**src/rtl/reg_stage_skid.sv**
```systemverilog
// rtl/reg_stage_skid.sv - two-entry register write-back stage with registered-ready skid buffer
module reg_stage_skid #(
    parameter int DATA_W        = 32,
    parameter int ADDR_W        = 5,
    parameter bit ZERO_SUPPRESS = 1'b1
) (
    input  logic              clk,
    input  logic              rst,
    input  logic              flush,
    input  logic              in_valid,
    output logic              in_ready,
    input  logic [ADDR_W-1:0] in_waddr,
    input  logic              in_we,
    input  logic [DATA_W-1:0] in_wdata,
    output logic              out_valid,
    input  logic              out_ready,
    output logic [ADDR_W-1:0] out_waddr,
    output logic              out_we,
    output logic [DATA_W-1:0] out_wdata,
    output logic [1:0]        count
);

    logic              main_valid, skid_valid;
    logic [ADDR_W-1:0] main_waddr, skid_waddr;
    logic              main_we, skid_we;
    logic [DATA_W-1:0] main_wdata, skid_wdata;

    logic accept, pop, cap_we;

    // in_ready depends only on the skid register, never on out_ready
    assign in_ready = !skid_valid;
    assign accept   = in_valid && !skid_valid;
    assign pop      = main_valid && out_ready;
    assign cap_we   = in_we && !(ZERO_SUPPRESS && (in_waddr == '0));

    always_ff @(posedge clk) begin
        if (rst) begin
            main_valid <= 1'b0;
            skid_valid <= 1'b0;
            main_waddr <= '0;
            main_we    <= 1'b0;
            main_wdata <= '0;
            skid_waddr <= '0;
            skid_we    <= 1'b0;
            skid_wdata <= '0;
        end else if (flush) begin
            main_valid <= 1'b0;
            skid_valid <= 1'b0;
        end else if (!main_valid) begin
            if (accept) begin
                main_valid <= 1'b1;
                main_waddr <= in_waddr;
                main_we    <= cap_we;
                main_wdata <= in_wdata;
            end
        end else if (!skid_valid) begin
            if (accept && pop) begin
                main_waddr <= in_waddr;
                main_we    <= cap_we;
                main_wdata <= in_wdata;
            end else if (accept) begin
                skid_valid <= 1'b1;
                skid_waddr <= in_waddr;
                skid_we    <= cap_we;
                skid_wdata <= in_wdata;
            end else if (pop) begin
                main_valid <= 1'b0;
            end
        end else if (pop) begin
            // full: skid promotes to head; input is blocked this cycle
            skid_valid <= 1'b0;
            main_waddr <= skid_waddr;
            main_we    <= skid_we;
            main_wdata <= skid_wdata;
        end
    end

    assign out_valid = main_valid;
    assign out_waddr = main_waddr;
    assign out_we    = main_valid && main_we;
    assign out_wdata = main_wdata;
    assign count     = {1'b0, main_valid} + {1'b0, skid_valid};

endmodule

```
**config.mk**
```make
export PLATFORM = sky130hd
export DESIGN_NAME = reg_stage_skid
export DESIGN_NICKNAME = d
export VERILOG_FILES = /design/src/rtl/reg_stage_skid.sv
export SDC_FILE = /design/constraint.sdc
export NUM_CORES = 1
export LEC_CHECK = 0
export CORE_MARGIN = 3
export CORE_UTILIZATION = 45
export CTS_BUF_LIST = sky130_fd_sc_hd__clkbuf_4
export DETAILED_ROUTE_END_ITERATION = 10
export GPL_TIMING_DRIVEN = 0
export PLACE_DENSITY = 0.8
export RECOVER_POWER = 25
export REMOVE_ABC_BUFFERS = 1
export SLEW_MARGIN = 40
export SYNTH_ARGS = -nofsm -noshare
export SYNTH_HDL_FRONTEND = slang
export SYNTH_SLANG_ARGS = --single-unit
```
**constraint.sdc**
```tcl
create_clock -name clk -period 1.94 [get_ports clk]
set_clock_uncertainty 0.15 [all_clocks]
set_input_delay 0.388 -clock clk [delete_from_list [all_inputs] [get_ports clk]]
set_output_delay 0.388 -clock clk [all_outputs]
set_load 0.01 [all_outputs]
```
==> key figures <==
STA
  • Fin crit period: 2.00 ns
  • Fmax: 501 MHz
  • Final Cycle Share: 1.03
  • PnR worst setup slack: -0.0574 ns
  • Unrepaired setup endpoints after global routing: true
  • Max transition margin: 0.697
  • Final Hold Viols: 0
  • Fin. max-slew vios: 0
  • Setup TNS: -0.631 ns
  • Worst slew pin tran: 0.455 ns
  • Final setup fails: 24

Clock network
  • CTS tree: done
  • CTS root buf: clkbuf_4
  • CTS clk-pin slew, worst paths: 0.12 ns
  • # H-tree levels: 3
  • Clock sink total: 78
  • Clock tree buffer depth: 2
  • CTS buffer count: 9
  • Skew-Pair Late Insertion Delay: 0.40 ns
  • Hold_buf cts: 0

Synthesis
  • Sequential area share after synthesis: 0.494
  • Synthesized area: 3160 sq um
  • Register bit total from synthesis: 78
  • Count leader, synth: dfxtp_1
  • Ys flop type: dfxtp_1
  • Area leader, netlist: dfxtp_1
  • Synth Warn #: 0
  • Distinct cell type count after synthesis: 27
  • EDFF count, synth: 0
  • Post-synth ARST share: 0
  • Synth Instances: 359
  • Synth area leaders: dfxtp_1 (49%), mux2i_1 (12%), nand2_1 (9.1%)
  • Post-Syn Area per Cell: 8.80 sq um
  • Top cell type's share of synthesized area: 0.494
  • Most frequent cells after synthesis: dfxtp_1 (78), nand2_1 (77), a21oi_1 (40)

Global routing
  • All-layer global routing usage: 0.202
  • First-pass GRT wire length: 13.7 mm
  • GRT overflow: 0
  • Number of global-route vias before repair: 2904
  • Initial antenna violation count: 0
  • Largest net degree at the start of global routing: 44

Layout
  • Final Core Density: 0.735
  • Area grow syn2layout: 52.9%
  • Diode count: 0
  • Layout filler cell count: 471
  • NumNets Final: 517
  • Share of post-route cells with drive strength above 1: 0.223

Critical path
  • Crit-path leading delay family: buffers and inverters
  • Critical Path RT: 2.11 ns
  • Critical path's slowest cell: dfxtp_4
  • Bufs and invs on worst path: 4
  • Reg-to-reg endpoint: out_wdata[6]
  • Reg2Reg Setup Slack: -0.06 ns
  • Setup crit start kind: register
  • Crit. End Element: register
  • Worst Reg-to-Reg Cells: 9
  • CP Class: register to register
  • Critical Path Most Common Cell: buf_6
  • Worst-path fanout max: 7
  • Cell Chain, Critical Path: buf_6, ha_4, nor2b_4, o32ai_4, buf_6, buf_6, buf_8, nor2_2, a211oi_2
  • Critical Path Max Stage Delay: 0.37 ns
  • CP arrival: 2.17 ns
  • FF-to-FF Start: skid_valid

Drt
  • Drt pass-1 iters: 4
  • Iter 0 DRT Violations: 95
  • Met3 routed WL: 430 microns
  • M1 WL: 3.77 mm
  • Residual DRC: 0
  • Total vias in the final route: 3021
  • Total Wirelength: 8.72 mm
  • Final ANT Viol Nets: 0
  • Routed length per instance: 15.3 microns
  • DR top layer: met4
  • Drt via density: 5.31
  • Routed met2 length: 4.38 mm

Die
  • Starting Density: 0.481
  • Die width: 89.8 microns
  • Die Y: 89.8 microns
  • I/O pins: 85
  • Die area: 8060 sq um
  • Std cell rows: 29
  • CORE AREA: 6570 sq um

Run status
  • Failing checks: negative setup slack
  • Outcome: finished, violations left

Run
  • Max cap viols: 0

Worst hold path
  • Hold Path End: skid_wdata[28]
  • WHS Path Cells: 2
  • HP Class: input port to register
  • Hold_sp: rst

Pwr
  • Leak pwr: 2.02 nW
  • PD cells: 662 nW/um^2
  • Total power draw: 3.20 mW
  • Worst vdd ir: 0.489 mV

Placement
  • Post-DP HPWL: 4.94 mm
  • IO buf count: 84
  • GPL Wtd Cong: 0.738
  • DP Worst Slack: -0.728 ns
[per-stage QoR]
| step | cell area [sq um] | hold slack [ns] | std cells |
|---|---|---|---|
| floorplan | 3020 | 0.275 | 331 |
| global placement | 3980 | 0.289 | 508 |
| detailed placement | 4110 | 0.296 | 519 |
| CTS | 4490 | 0.221 | 553 |
| global route | 4830 | 0.243 | 569 |
| finish | 4830 | 0.259 | 569 |
[layer usage]
| metal | vias up | track usage |
|---|---|---|
| li1 | 1463 | - |
| met1 | 1450 | 0.251 |
| met2 | 94 | 0.336 |
| met3 | 14 | 0.0492 |
| met4 | 0 | 0.0817 |
| met5 | - | 0 |
[cells by family after synthesis]
logic type,after synthesis,synth area share
AND/OR/NAND/NOR,126,0.160
AO/OA/AOI/OAI,83,0.168
adder cells (fa/ha/maj),2,0.00792
flip-flops,78,0.494
buffers and inverters,32,0.0495
multiplexers,38,0.120
[registers in the layout, summed over array words and instances (netlist names)]
name,flops
skid_we,1
out_valid,1
skid_wdata,32
main_we,1
skid_waddr,5
out_waddr,5
skid_valid,1
out_wdata,32
[worst reg2reg max path: stages (launching register included)]
cell	delay, ns
dfxtp_4	0.37
buf_6	0.12
ha_4	0.15
nor2b_4	0.13
o32ai_4	0.35
buf_6	0.19
buf_6	0.11
buf_8	0.12
nor2_2	0.05
a211oi_2	0.19
[worst max-delay path by stage]
stage / start / cells past startpoint / endpoint
after floorplan: out_valid / 4 / out_waddr[0]
after global placement: out_ready / 4 / out_wdata[26]
after detailed placement: out_ready / 8 / out_wdata[24]
after CTS: skid_valid / 8 / out_wdata[24]
after global routing: skid_valid / 10 / out_wdata[12]
final: skid_valid / 9 / out_wdata[6]
[power breakdown]
| group | internal, mW | leakage, nW | switching (mW) |
|---|---|---|---|
| logic | 0.394 | 1.32 | 0.288 |
| clock network | 0.264 | 0.0634 | 0.536 |
| registers | 1.67 | 0.638 | 0.0430 |
[layout by cell type (no fill, tap or decap), types with 2 or more instances in the layout]
cell type	Yosys	routed
clkdlybuf4s50_1	0	76
dfxtp_1	78	76
nand2_1	77	75
a21oi_1	40	40
mux2i_1	38	38
nor2_1	38	27
buf_4	2	23
a211oi_1	38	19
a211oi_2	0	19
nor2_2	0	11
clkbuf_4	0	11
buf_6	2	8
buf_12	0	6
inv_1	4	4
buf_8	0	4
clkinv_2	0	3
ha_4	0	2
buf_16	0	2
dlymetal6s2s_1	0	2
buf_2	11	2
dfxtp_4	0	2
clkbuf_2	0	2
dlygate4sd2_1	0	2
[cell type report]
cell class,count,area [sq um],share of cell area
Multi-Input combinational cell,249,1660,0.344
Tap cell,93,116,0.0241
Timing Repair Buffer,130,1360,0.282
Clock inverter,5,27.5,0.00570
Sequential cell,78,1570,0.325
Inverter,4,15.0,0.00311
Clock buffer,10,75.1,0.0155
[timing repair]
item | 4_1_cts | 5_1_grt
gates resized for setup | 30 | 52
pin swaps | 5 | 28
setup endpoints to repair | 81 | 46
buffers inserted | 17 | 17
gates cloned | 2 | 1
No activity file was read; power rests on OpenSTA's default activity.
